$ cat src/rtl/hazard_ctrl_pkg.sv
// Shared encodings for the pipeline hazard controller: FSM states,
// immediate-extender modes, relevant opcodes and the control bundle.
package hazard_ctrl_pkg;

    localparam int unsigned STATE_W  = 2;
    localparam int unsigned EXT_W    = 2;
    localparam int unsigned OP_W     = 6;
    localparam int unsigned REG_W    = 5;
    localparam int unsigned CNT_W    = 16;
    localparam int unsigned TMO_W    = 16;

    localparam int unsigned MEM_TIMEOUT_DEF = 255;

    localparam logic [STATE_W-1:0] ST_RUN      = 2'd0;
    localparam logic [STATE_W-1:0] ST_MEM_WAIT = 2'd1;
    localparam logic [STATE_W-1:0] ST_ERROR    = 2'd2;

    localparam logic [EXT_W-1:0] EXT_SIGN  = 2'b00;
    localparam logic [EXT_W-1:0] EXT_ZERO  = 2'b01;
    localparam logic [EXT_W-1:0] EXT_UPPER = 2'b10;

    localparam logic [OP_W-1:0] OP_ANDI = 6'h0C;
    localparam logic [OP_W-1:0] OP_ORI  = 6'h0D;
    localparam logic [OP_W-1:0] OP_LUI  = 6'h0F;

    typedef struct packed {
        logic pc_write;
        logic ifid_write;
        logic pipe_hold;
        logic ifid_flush;
        logic idex_flush;
        logic exmem_flush;
    } ctrl_t;

    // Logical immediates zero-extend, LUI shifts up, everything else sign-extends
    function automatic logic [EXT_W-1:0] ext_mode_f(input logic [OP_W-1:0] op);
        case (op)
            OP_ANDI, OP_ORI: return EXT_ZERO;
            OP_LUI:          return EXT_UPPER;
            default:         return EXT_SIGN;
        endcase
    endfunction

endpackage

$ cat src/rtl/hazard_ctrl_sat_counter16.sv
// 16-bit event counter that sticks at all-ones instead of wrapping.
module sat_counter16
    import hazard_ctrl_pkg::*;
(
    input  logic             clk,
    input  logic             rst_n,
    input  logic             en,
    input  logic             clr,
    output logic [CNT_W-1:0] cnt
);

    always_ff @(posedge clk or negedge rst_n) begin
        if (!rst_n) begin
            cnt <= '0;
        end else if (clr) begin
            cnt <= '0;
        end else if (en && (cnt != '1)) begin
            cnt <= cnt + CNT_W'(1);
        end
    end

endmodule

$ cat src/rtl/hazard_ctrl.sv
// Pipeline hazard controller: load-use stalls, branch flushes and
// data-memory wait handling with a timeout that latches an error.
module hazard_ctrl
    import hazard_ctrl_pkg::*;
#(
    parameter int unsigned MEM_TIMEOUT = MEM_TIMEOUT_DEF
) (
    input  logic             clk_i,
    input  logic             rst_i,
    input  logic [OP_W-1:0]  instr_op_i,
    input  logic [REG_W-1:0] ifid_rs_i,
    input  logic [REG_W-1:0] ifid_rt_i,
    input  logic             idex_memread_i,
    input  logic [REG_W-1:0] idex_rt_i,
    input  logic             exmem_mem_req_i,
    input  logic             dmem_ready_i,
    input  logic             branch_taken_i,
    output logic             pc_write_o,
    output logic             ifid_write_o,
    output logic             pipe_hold_o,
    output logic             ifid_flush_o,
    output logic             idex_flush_o,
    output logic             exmem_flush_o,
    output logic [EXT_W-1:0] ext_mode_o,
    output logic             err_o,
    output logic [CNT_W-1:0] stall_cnt_o,
    output logic [CNT_W-1:0] flush_cnt_o
);

    logic [STATE_W-1:0] state, state_next;
    logic [TMO_W-1:0]   tmo, tmo_next, tmo_inc;
    ctrl_t              ctrl;
    logic               load_use, mem_stall;

    assign load_use  = idex_memread_i && (idex_rt_i != '0) &&
                       ((idex_rt_i == ifid_rs_i) || (idex_rt_i == ifid_rt_i));
    assign mem_stall = exmem_mem_req_i && !dmem_ready_i;
    assign tmo_inc   = tmo + TMO_W'(1);

    always_ff @(posedge clk_i or negedge rst_i) begin
        if (!rst_i) begin
            state <= ST_RUN;
            tmo   <= '0;
        end else begin
            state <= state_next;
            tmo   <= tmo_next;
        end
    end

    // Mealy control: the memory stall dominates, then branch, then load-use
    always_comb begin
        ctrl       = '0;
        state_next = state;
        tmo_next   = tmo;
        case (state)
            ST_RUN: begin
                if (mem_stall) begin
                    ctrl.pipe_hold = 1'b1;
                    state_next     = ST_MEM_WAIT;
                    tmo_next       = TMO_W'(1);
                end else if (branch_taken_i) begin
                    ctrl.pc_write    = 1'b1;
                    ctrl.ifid_write  = 1'b1;
                    ctrl.ifid_flush  = 1'b1;
                    ctrl.idex_flush  = 1'b1;
                    ctrl.exmem_flush = 1'b1;
                end else if (load_use) begin
                    ctrl.idex_flush = 1'b1;
                end else begin
                    ctrl.pc_write   = 1'b1;
                    ctrl.ifid_write = 1'b1;
                end
            end
            ST_MEM_WAIT: begin
                if (!dmem_ready_i) begin
                    ctrl.pipe_hold = 1'b1;
                    tmo_next       = tmo_inc;
                    if (tmo_inc >= TMO_W'(MEM_TIMEOUT)) begin
                        state_next = ST_ERROR;
                    end
                end else begin
                    state_next = ST_RUN;
                    tmo_next   = '0;
                    if (branch_taken_i) begin
                        ctrl.pc_write    = 1'b1;
                        ctrl.ifid_write  = 1'b1;
                        ctrl.ifid_flush  = 1'b1;
                        ctrl.idex_flush  = 1'b1;
                        ctrl.exmem_flush = 1'b1;
                    end else if (load_use) begin
                        ctrl.idex_flush = 1'b1;
                    end else begin
                        ctrl.pc_write   = 1'b1;
                        ctrl.ifid_write = 1'b1;
                    end
                end
            end
            ST_ERROR: begin
                ctrl.pipe_hold = 1'b1;
            end
            default: begin
                state_next = ST_RUN;
                tmo_next   = '0;
            end
        endcase
    end

    assign pc_write_o    = ctrl.pc_write;
    assign ifid_write_o  = ctrl.ifid_write;
    assign pipe_hold_o   = ctrl.pipe_hold;
    assign ifid_flush_o  = ctrl.ifid_flush;
    assign idex_flush_o  = ctrl.idex_flush;
    assign exmem_flush_o = ctrl.exmem_flush;
    assign ext_mode_o    = ext_mode_f(instr_op_i);
    assign err_o         = (state == ST_ERROR);

    sat_counter16 u_stall_cnt (
        .clk   (clk_i),
        .rst_n (rst_i),
        .en    (!ctrl.pc_write),
        .clr   (1'b0),
        .cnt   (stall_cnt_o)
    );

    sat_counter16 u_flush_cnt (
        .clk   (clk_i),
        .rst_n (rst_i),
        .en    (ctrl.exmem_flush),
        .clr   (1'b0),
        .cnt   (flush_cnt_o)
    );

endmodule
$ cat config.mk
export PLATFORM = sky130hd
export DESIGN_NAME = hazard_ctrl
export DESIGN_NICKNAME = d
export VERILOG_FILES = /design/src/rtl/hazard_ctrl_pkg.sv /design/src/rtl/hazard_ctrl_sat_counter16.sv /design/src/rtl/hazard_ctrl.sv
export SDC_FILE = /design/constraint.sdc
export NUM_CORES = 1
export LEC_CHECK = 0
export BUFFER_PORTS_ARGS = -buffer_cell sky130_fd_sc_hd__buf_2
export CAP_MARGIN = 20
export CORE_ASPECT_RATIO = 0.6
export CORE_UTILIZATION = 35
export CTS_CLUSTER_DIAMETER = 40
export CTS_CLUSTER_SIZE = 8
export DETAILED_ROUTE_END_ITERATION = 8
export GPL_TIMING_DRIVEN = 1
export PLACE_DENSITY = 0.58
export SYNTH_ARGS = -nofsm -noshare
export SYNTH_HDL_FRONTEND = slang
export SYNTH_SLANG_ARGS = --single-unit
$ cat constraint.sdc
create_clock -name clk_i -period 2.26 [get_ports clk_i]
set_input_delay 0 -clock clk_i [delete_from_list [all_inputs] [get_ports clk_i]]
set_output_delay 0 -clock clk_i [all_outputs]
set_load 0.05 [all_outputs]
==> results.py, run 1 <==
metrics = {
    "outcome": {
        "status": "complete, no violations",
    },
    "power": {
        "pwr-share-seq": 0.343,
        "vdd_drop_max_mv": 0.814,
        "p_sw_frac": 0.451,
        "p_leak_nw": 1.81,
        "switchingPower_w": 0.00169,
        "p_int_w": 0.00206,
        "p_comb_frac": 0.421,
        "p_per_area_nw_per_um2": 979,
        "p_clk_frac": 0.236,
    },
    "clock_tree": {
        "cts_sinks": 50,
        "root_buffer": "clkbuf_16",
        "clkTransAtPathRegs_ps": 70,
        "numCtsBuffers": 5,
        "htree_levels": 2,
        "clk_path_buf_depth": 2,
        "cts_tree": "done",
        "clock_latency_ps": 290,
    },
    "logic_synthesis": {
        "ys_warn_count": 0,
        "synth_nets": 336,
        "synth_flop_cell": "dfrtp_1",
        "async_flop_share": 1.00,
        "synthCells": 305,
        "synth_cell_types": 46,
        "syn_area_per_cell_sq_um": 9.46,
        "yosysSeqAreaShare": 0.433,
        "ys_ff_latch": 50,
        "synth_edf_count": 0,
        "syn_area_sq_um": 2890,
    },
    "timing": {
        "worst_slew_pin_slew_ps": 555,
        "timing.slew.headroom": 0.629,
        "final_max_slew_viol_count": 0,
        "final-setup-viol-count": 0,
        "min_period_ps": 2210,
        "hold_viol": 0,
        "fmax_mhz": 453,
        "finalCritPeriodShare": 0.977,
        "grt_setup_unrepaired": "yes",
        "whs_ps": 4.62,
        "fin_ws_ps": 52.9,
        "clock_skew_ps": 8.83,
    },
    "setup_path": {
        "cp.required_ps": 2440,
        "endpoint_kind": "flop",
        "reg2reg_slack_ps": 50,
        "startpoint_type": "flop",
        "worstPathArrival_ps": 2390,
        "path_max_fanout": 5,
        "reg2reg_to": "state[1]$_DFFE_PN0P_",
        "reg2reg_depth": 8,
        "r2r-start": "tmo[7]$_DFFE_PN0P_",
        "critical_path_class": "flop to flop",
    },
    "grt": {
        "antenna_found_initial": 0,
        "grt_overflow_total": 0,
        "gr-usage-all-layers": 0.178,
        "grt_pass1_vias": 2359,
        "grt_max_degree": 21,
        "grt_pass1_wl_um": 12000,
    },
    "placement": {
        "place_ws_ps": -24.5,
        "gp_congestion": 0.860,
        "place_hpwl_um": 5600,
        "port_buffers": 67,
    },
    "job": {
        "cap_violations": 0,
    },
    "final_layout": {
        "drive_above_1_share": 0.352,
        "antennaDiodeCount": 0,
        "area_delta_synth_final_pct": 32.7,
        "fin_nets": 433,
        "most-common-layout-cells": "67 x buf_2, 41 x dfrtp_1, 36 x xor2_1, 36 x buf_4, 31 x nand2_1",
        "mostFrequentLayoutCell": "buf_2",
        "multi_input_area_sq_um": 1630,
        "seqCellArea_sq_um": 1260,
        "fillers": 776,
    },
    "route": {
        "avgViaCountPerCell": 5.13,
        "wl_per_cell_um": 14.9,
        "wirelength_um": 7640,
        "firstDrtPassIters": 4,
        "route.detailed.drc": 0,
        "vias": 2621,
        "detail-route-antenna-nets": 0,
        "drt_iter0_drc": 136,
    },
    "floorplan": {
        "num_io_pins": 68,
        "design.core.area_sq_um": 7950,
        "die_area_sq_um": 8630,
        "die-width_um": 119,
        "rows": 25,
        "dieHeight_um": 72.3,
        "initial_core_util": 0.363,
    },
    "worst_hold_path": {
        "min-delay-start": "exmem_mem_req_i",
        "hold_depth": 3,
        "worstHoldPathType": "primary input to flop",
        "whs_endpoint": "state[0]$_DFFE_PN0P_",
    },
}
==> power by group through the flow <==
| stage | combinational, W | clock [W] | sequential [W] |
|---|---|---|---|
| after floorplan | 0.000661 | 0 | 0.00170 |
| after global placement | 0.00149 | 0 | 0.00129 |
| after detailed placement | 0.00150 | 0 | 0.00130 |
| after CTS | 0.00157 | 0.000889 | 0.00127 |
| after global routing | 0.00168 | 0.000923 | 0.00132 |
| final | 0.00158 | 0.000884 | 0.00129 |
==> through the flow <==
stage               area (sq um)  total power, W  setup TNS [ps]  utilization  instances
floorplan                   2900         0.00236               0            -        305
global placement            3460         0.00278               0        0.436        488
detailed placement          3460         0.00280           -24.5        0.436        488
CTS                         3710         0.00374               0        0.466        503
global route                3830         0.00392           -52.9        0.482        511
finish                      3830         0.00375               0        0.482        511
==> flip-flops by register name, summed over array words and instances, names as in the netlist <==
name             count
u_flush_cnt.cnt     16
tmo                 16
state                2
u_stall_cnt.cnt     16
==> worst max-delay path, cell delays in order, from the launching register on <==
cell and delay (ps):
dfrtp_2 410, buf_4 130, buf_4 110, nand2_1 90, o31ai_4 290, nand3_1 100, or4_1 470, a311o_1 340
a21o_1 160
==> timing repair <==
item                                    CTS  global route
hold endpoints to repair                 14             0
resized for setup                         3            17
endpoints found under the setup margin    1             3
setup buffers                             6             8
hold buffers                              1             0
pin swaps                                 2            12
==> cell type report <==
| cell class | instances | share of cell area |
|---|---|---|
| sequential | 50 | 0.330 |
| clock inverter | 2 | 0.00980 |
| inverter | 5 | 0.00490 |
| timing repair buffer | 104 | 0.161 |
| clock buffer | 6 | 0.0336 |
| multi-input combinational | 236 | 0.426 |
| tap | 108 | 0.0353 |
==> kinds of logic after synthesis <==
group / synth area share
simple gates: 0.250
compound gates: 0.117
flops: 0.433
xor+xnor: 0.140
buf+inv: 0.0312
fa+ha+maj: 0.0173
mux: 0.0117
==> Yosys cell counts, types with 3 or more instances <==
library cell   n  area share
a21o_1         3      0.0078
a21oi_1        7       0.012
a31oi_1        5       0.011
and2_1         3      0.0065
and3_1         3      0.0065
and4_1         5       0.015
buf_4          4       0.010
clkbuf_1       6      0.0078
dfrtp_1       50        0.43
ha_1           4       0.017
inv_1          5      0.0065
mux2_2         3       0.012
nand2_1       32       0.042
nand3_1       16       0.028
nand4_1        8       0.017
nor2_1        22       0.029
nor2b_1        3      0.0065
nor3_1        16       0.028
nor4_1         8       0.017
o21ai_0       22       0.038
o31ai_1        4       0.010
or4_1          3      0.0078
xnor2_1       10       0.030
xor2_1        36        0.11
==> how the worst max path moves through the flow <==
stage | start | to | depth (start not counted) | slack [ps]
2_1_floorplan | u_stall_cnt.cnt[4]$_DFFE_PN0P_ | u_stall_cnt.cnt[7]$_DFFE_PN0P_ | 7 | 20
3_3_place_gp | tmo[0]$_DFFE_PN0P_ | state[1]$_DFFE_PN0P_ | 7 | 10
3_5_place_dp | tmo[0]$_DFFE_PN0P_ | state[1]$_DFFE_PN0P_ | 7 | -20
4_1_cts | tmo[1]$_DFFE_PN0P_ | state[1]$_DFFE_PN0P_ | 7 | 20
5_1_grt | tmo[7]$_DFFE_PN0P_ | state[1]$_DFFE_PN0P_ | 7 | -50
6_report | tmo[7]$_DFFE_PN0P_ | state[1]$_DFFE_PN0P_ | 8 | 50
==> layer usage <==
metal	wire (um)	global-route usage	share of wire
met1	4050	0.268	0.53
met2	3200	0.251	0.42
met3	308	0.0401	0.040
met4	83	0.0549	0.011
met5	0	0	0
Note: power is estimated with default switching activity, not from simulation.
==> inputs of run 2 (changes only) <==
Settings changed: PLACE_DENSITY 0.58 to 0.63.
==> run 2 against run 1 <==
- clock power fell by 2%
- clock skew is 3.7 ps lower
- count of clock-buffer cells in the layout fell by 1
- critical endpoint unchanged
- die area stayed put
- utilization shrank 0.52 points
- non-clock buffer count decreased by 4
- register-to-register slack worse by 40 ps
- hold slack improved by 83 ps
- worst setup slack got worse by 37 ps
==> results.py, run 2 (synthesis results as in run 1) <==
metrics = {
    "grt": {
        "grt_max_degree": 32,
        "grt_pass1_wl_um": 12400,
        "grt_pass1_vias": 2448,
        "antenna_found_initial": 0,
        "grt_overflow_total": 0,
        "gr-usage-all-layers": 0.185,
    },
    "setup_path": {
        "slowest_stage": "or4_1",
        "worstPathArrival_ps": 2420,
        "cp.required_ps": 2430,
        "max_stage_delay_ps": 540,
        "critical_path_class": "flop to flop",
        "endpoint_kind": "flop",
        "startpoint_type": "flop",
        "crit_chain": "ha_2 > and3_4 > a311oi_2 > a41oi_1 > or4_1 > a311o_1 > a21o_1",
        "path_max_fanout": 4,
    },
    "floorplan": {
        "dieHeight_um": 72.3,
        "initial_core_util": 0.363,
        "die-width_um": 119,
        "num_io_pins": 68,
        "design.core.area_sq_um": 7950,
        "die_area_sq_um": 8630,
        "rows": 25,
    },
    "final_layout": {
        "final_area_sq_um": 3790,
        "area_delta_synth_final_pct": 31.3,
        "drive_above_1_share": 0.333,
        "fin_nets": 429,
        "fillers": 779,
        "mostFrequentLayoutCell": "buf_2",
        "antennaDiodeCount": 0,
        "top_regs": "tmo: 16 flops, u_flush_cnt.cnt: 16 flops, u_stall_cnt.cnt: 16 flops",
        "stdcell_count": 507,
        "most-common-layout-cells": "67 x buf_2, 43 x dfrtp_1, 36 x xor2_1",
    },
    "timing": {
        "final-setup-viol-count": 0,
        "fmax_mhz": 446,
        "final_max_slew_viol_count": 0,
        "hold_viol": 0,
        "timing.slew.headroom": 0.654,
        "clock_skew_ps": 5.10,
        "min_period_ps": 2240,
        "finalCritPeriodShare": 0.993,
        "worst_slew_pin_slew_ps": 517,
        "fin_ws_ps": 15.6,
    },
    "route": {
        "route.detailed.drc": 0,
        "wirelength_um": 7470,
        "detail-route-antenna-nets": 0,
        "drt_iter0_drc": 128,
        "avgViaCountPerCell": 5.17,
        "wl_per_cell_um": 14.7,
        "firstDrtPassIters": 4,
        "vias": 2619,
    },
    "clock_tree": {
        "clkTransAtPathRegs_ps": 70,
        "cts_sinks": 50,
        "clk_path_buf_depth": 2,
        "numCtsBuffers": 5,
        "cts_tree": "done",
        "htree_levels": 2,
        "clock_latency_ps": 290,
        "root_buffer": "clkbuf_16",
    },
    "placement": {
        "place_hpwl_um": 5320,
        "gp_congestion": 0.834,
        "placedCellCount": 486,
        "place_ws_ps": -29.1,
        "dpl-instance-area_sq_um": 3450,
        "port_buffers": 67,
    },
    "power": {
        "p_leak_nw": 1.79,
        "vdd_drop_max_mv": 0.650,
        "p_per_area_nw_per_um2": 986,
        "finalPower_w": 0.00373,
    },
    "outcome": {
        "status": "complete, no violations",
    },
    "worst_hold_path": {
        "worstHoldPathType": "primary input to flop",
    },
    "job": {
        "cap_violations": 0,
    },
}
run 2: cell types whose count changed in the layout (fill, tap and decap cells not counted), moves of 2 or more:
cell     before  now
and4_1        3    5
and4_4        2    0
buf_4        36   30
dfrtp_1      41   43
dfrtp_2       9    7
run 2: layout make-up:
type,instances,area [sq um],share of cell area
clock buffers,5,125,0.0330
clock inverters,3,43.8,0.0116
inverters,5,18.8,0.00495
multi-input cells,236,1610,0.426
flip-flops and latches,50,1260,0.333
well taps,108,135,0.0357
repair buffers,100,592,0.156
run 2: through the flow:
stage	TNS, ps	util	hold WS, ps
3_5_place_dp	-29.1	0.434	-16.4
4_1_cts	0	0.471	71.4
2_1_floorplan	0	-	-296
5_1_grt	-6.26	0.477	118
3_3_place_gp	0	0.434	-15.8
6_report	0	0.477	87.8
run 2: timing repair:
action / in CTS / in global routing
gates resized for setup: 8 / 6
hold buffers: 2 / 0
hold endpoints to repair: 20 / 0
cloned: 0 / 0
setup buffers: 9 / 2
pin swaps: 9 / 6
endpoints found under the setup margin: 1 / 2
run 2: where the power goes:
| group | switching (W) | internal [W] |
|---|---|---|
| combinational | 0.00111 | 0.000484 |
| sequential | 0.000208 | 0.00106 |
| clock | 0.000344 | 0.000525 |
| total | 0.00167 | 0.00207 |
run 2: final timing paths:
path                       slack, ps  cells after the start                            from                              end
setup / recovery                  20                      7              tmo[1]$_DFFE_PN0P_             state[1]$_DFFE_PN0P_
hold / removal                    90                      4                    dmem_ready_i             state[0]$_DFFE_PN0P_
setup reg to reg                  20                      7              tmo[1]$_DFFE_PN0P_             state[1]$_DFFE_PN0P_
hold reg to reg                  480                      1  u_stall_cnt.cnt[9]$_DFFE_PN0P_   u_stall_cnt.cnt[9]$_DFFE_PN0P_
max in group asynchronous       1250                      3                           rst_i   u_flush_cnt.cnt[0]$_DFFE_PN0P_
min in group asynchronous        190                      2                           rst_i  u_stall_cnt.cnt[12]$_DFFE_PN0P_
run 2: worst max-delay path, delay by kind of cell (launching register included):
kind	cells	cell delay [ps]
AOI/OAI and AO/OA	4	740
adders and majority gates	1	230
and+or+nand+nor	2	730
DFF	1	420
run 2: routing by layer:
layer,GRT usage,up-vias,wire length [um]
met5,0,-,0
li1,-,1282,-
met1,0.275,1259,3880
met3,0.0393,2,419
met2,0.277,76,3140
met4,0.0352,0,34
==> inputs of run 3 (changes only) <==
Settings changed: ABC_AREA set to 1.
==> run 3 against run 2 <==
- non-clock buffer count is 30 lower
- critical path depth is 1 higher
- wire length is 0.44% higher
- clock power is 11% lower
- final cell count is 17% higher
- first-iteration DRC count is 81% higher
- critical path type unchanged
==> results.py, run 3 <==
metrics = {
    "job": {
        "cap_violations": 0,
    },
    "logic_synthesis": {
        "yosysTopAreaCellShare": 0.401,
        "yosysTopAreaCell": "dfrtp_1",
        "synth_most_common_cell": "nand2_1",
        "synth_cell_types": 32,
        "synth_flop_cell": "dfrtp_1",
        "yosysSeqAreaShare": 0.401,
        "syn_area_sq_um": 3120,
        "ys_warn_count": 0,
        "synthTopCellsByCount": "113 x nand2_1, 50 x dfrtp_1, 45 x nor2_1, 44 x inv_1, 32 x nand3_1",
        "synthCells": 413,
        "synth_nets": 444,
        "synth.top_cells.by_area": "dfrtp_1 40%, nand2_1 14%, xor2_1 6.2%",
        "syn_area_per_cell_sq_um": 7.56,
        "async_flop_share": 1.00,
        "synth_edf_count": 0,
        "ys_ff_latch": 50,
    },
    "timing": {
        "grt_setup_unrepaired": "no",
        "finalCritPeriodShare": 0.842,
        "fmax_mhz": 525,
        "clock_skew_ps": 4.24,
        "fin_ws_ps": 357,
        "whs_ps": 37.9,
        "final.setup.tns_ps": 0,
        "final_max_slew_viol_count": 0,
        "min_period_ps": 1900,
        "worst_slew_pin_slew_ps": 411,
        "hold_viol": 0,
        "final-setup-viol-count": 0,
        "timing.slew.headroom": 0.725,
    },
    "setup_path": {
        "endpoint_kind": "flop",
        "path_max_fanout": 17,
        "cp.required_ps": 2490,
        "crit_top_cell": "nand2_1",
        "cp_top_family": "simple AND/OR/NAND/NOR gates",
        "max_stage_delay_ps": 430,
        "slowest_stage": "dfrtp_1",
        "crit_chain": "ha_1 > nand3_1 > inv_2 > and3_2 > nand4_4 > nand3_4 > nand2_1 > nand2_1",
        "critical_path_class": "flop to flop",
        "worstPathArrival_ps": 2130,
        "startpoint_type": "flop",
        "path_buf_inv": 1,
    },
    "final_layout": {
        "most-common-layout-cells": "113 x nand2_1, 67 x buf_2, 50 x dfrtp_1",
        "fin_nets": 513,
        "drive_above_1_share": 0.193,
        "area_delta_synth_final_pct": 19.7,
        "top_regs": "tmo: 16 flops, u_flush_cnt.cnt: 16 flops, u_stall_cnt.cnt: 16 flops",
        "antennaDiodeCount": 0,
        "final_util": 0.435,
        "final_area_sq_um": 3740,
        "mostFrequentLayoutCell": "nand2_1",
        "fillers": 895,
    },
    "clock_tree": {
        "cts_sinks": 50,
        "clkTransAtPathRegs_ps": 70,
        "clock_latency_ps": 290,
        "cts_resized": 0,
        "numCtsBuffers": 5,
        "clk_path_buf_depth": 2,
        "htree_levels": 2,
        "root_buffer": "clkbuf_16",
        "cts_setup_buffers": 0,
        "cts_tree": "done",
    },
    "grt": {
        "grt_pass1_wl_um": 12300,
        "grt_pass1_vias": 2507,
        "grt_max_degree": 51,
        "gr-usage-all-layers": 0.171,
        "grt_overflow_total": 0,
        "antenna_found_initial": 0,
    },
    "worst_hold_path": {
        "worstHoldPathType": "primary input to flop",
    },
    "floorplan": {
        "dieHeight_um": 75.1,
        "die-width_um": 124,
        "design.core.area_sq_um": 8590,
        "rows": 26,
        "num_io_pins": 68,
        "initial_core_util": 0.363,
        "die_area_sq_um": 9310,
    },
    "route": {
        "drt_iter0_drc": 232,
        "route.detailed.drc": 0,
        "vias": 2881,
        "wl_per_cell_um": 12.6,
        "avgViaCountPerCell": 4.84,
        "firstDrtPassIters": 4,
        "wirelength_um": 7510,
        "detail-route-antenna-nets": 0,
    },
    "placement": {
        "place_ws_ps": 361,
        "dpl-instance-area_sq_um": 3570,
        "place_hpwl_um": 5570,
        "port_buffers": 67,
        "gp_congestion": 0.923,
    },
    "power": {
        "p_leak_nw": 1.86,
        "vdd_drop_max_mv": 0.845,
        "p_per_area_nw_per_um2": 864,
    },
    "outcome": {
        "status": "complete, no violations",
    },
}
run 3: changes by cell type after synthesis, sizes merged, moves of 7 or more:
cell	before	now
a21oi	7	0
inv	5	47
nand2	32	116
nand3	18	33
nand4	11	23
nor2	23	50
nor3	17	9
nor4	10	1
o22ai	2	9
xnor2	10	19
xor2	36	22
run 3: worst paths after layout:
| path | start | to | slack, ps | cells past startpoint |
|---|---|---|---|---|
| setup reg to reg | u_stall_cnt.cnt[0]$_DFFE_PN0P_ | u_stall_cnt.cnt[0]$_DFFE_PN0P_ | 360 | 8 |
| hold reg to reg | state[1]$_DFFE_PN0P_ | state[0]$_DFFE_PN0P_ | 520 | 1 |
| max in group asynchronous | rst_i | tmo[6]$_DFFE_PN0P_ | 1790 | 3 |
| min in group asynchronous | rst_i | tmo[4]$_DFFE_PN0P_ | 220 | 3 |
| hold / removal | dmem_ready_i | state[0]$_DFFE_PN0P_ | 40 | 4 |
| setup / recovery | u_stall_cnt.cnt[0]$_DFFE_PN0P_ | u_stall_cnt.cnt[0]$_DFFE_PN0P_ | 360 | 8 |
run 3: worst reg2reg max path: stages, from the launching register on:
cell and delay, ps:
dfrtp_1 430, ha_1 230, nand3_1 180, inv_2 100, and3_2 200, nand4_4 250, nand3_4 310, nand2_1 80
nand2_1 70
run 3: final cells by class:
| class | instances | area [sq um] | share of cell area |
|---|---|---|---|
| Tap cell | 112 | 140 | 0.0375 |
| Inverter | 47 | 176 | 0.0472 |
| Clock buffer | 6 | 139 | 0.0372 |
| Multi-Input combinational cell | 308 | 1640 | 0.440 |
| Timing Repair Buffer | 70 | 373 | 0.0998 |
| Sequential cell | 50 | 1250 | 0.335 |
| Clock inverter | 2 | 12.5 | 0.00335 |
run 3: power by group:
group | internal (W) | switching (W)
Combinational | 0.000317 | 0.000949
Sequential | 0.00102 | 0.000167
Clock | 0.000439 | 0.000336
Total | 0.00178 | 0.00145
run 3: cells by family (layout without fill, tap and decap cells):
group                    after synthesis  count (layout)  share of synthesized area
AO/OA/AOI/OAI                         27              27                     0.0517
XOR/XNOR                              41              41                      0.115
adder cells (fa/ha/maj)                4               4                     0.0160
buffers and inverters                 55             125                     0.0722
flip-flops                            50              50                      0.401
AND/OR/NAND/NOR                      236             236                      0.344
run 3: per-stage QoR:
step | total power, W | instances
global route | 0.00343 | 595
finish | 0.00323 | 595
detailed placement | 0.00247 | 586
floorplan | 0.00216 | 413
CTS | 0.00327 | 595
global placement | 0.00246 | 586
run 3: routing by layer:
metal  track usage  vias to the layer above  share of wire
met5             0                        -              0
met4        0.0317                        0         0.0021
met3        0.0432                        2          0.062
met2         0.241                       72           0.40
met1         0.260                     1332           0.54
li1              -                     1475              -
run 3: timing repair:
| action | CTS | global route |
|---|---|---|
| setup endpoints to repair | 0 | 0 |
| hold buffers | 1 | 0 |
| hold endpoints to repair | 50 | 0 |
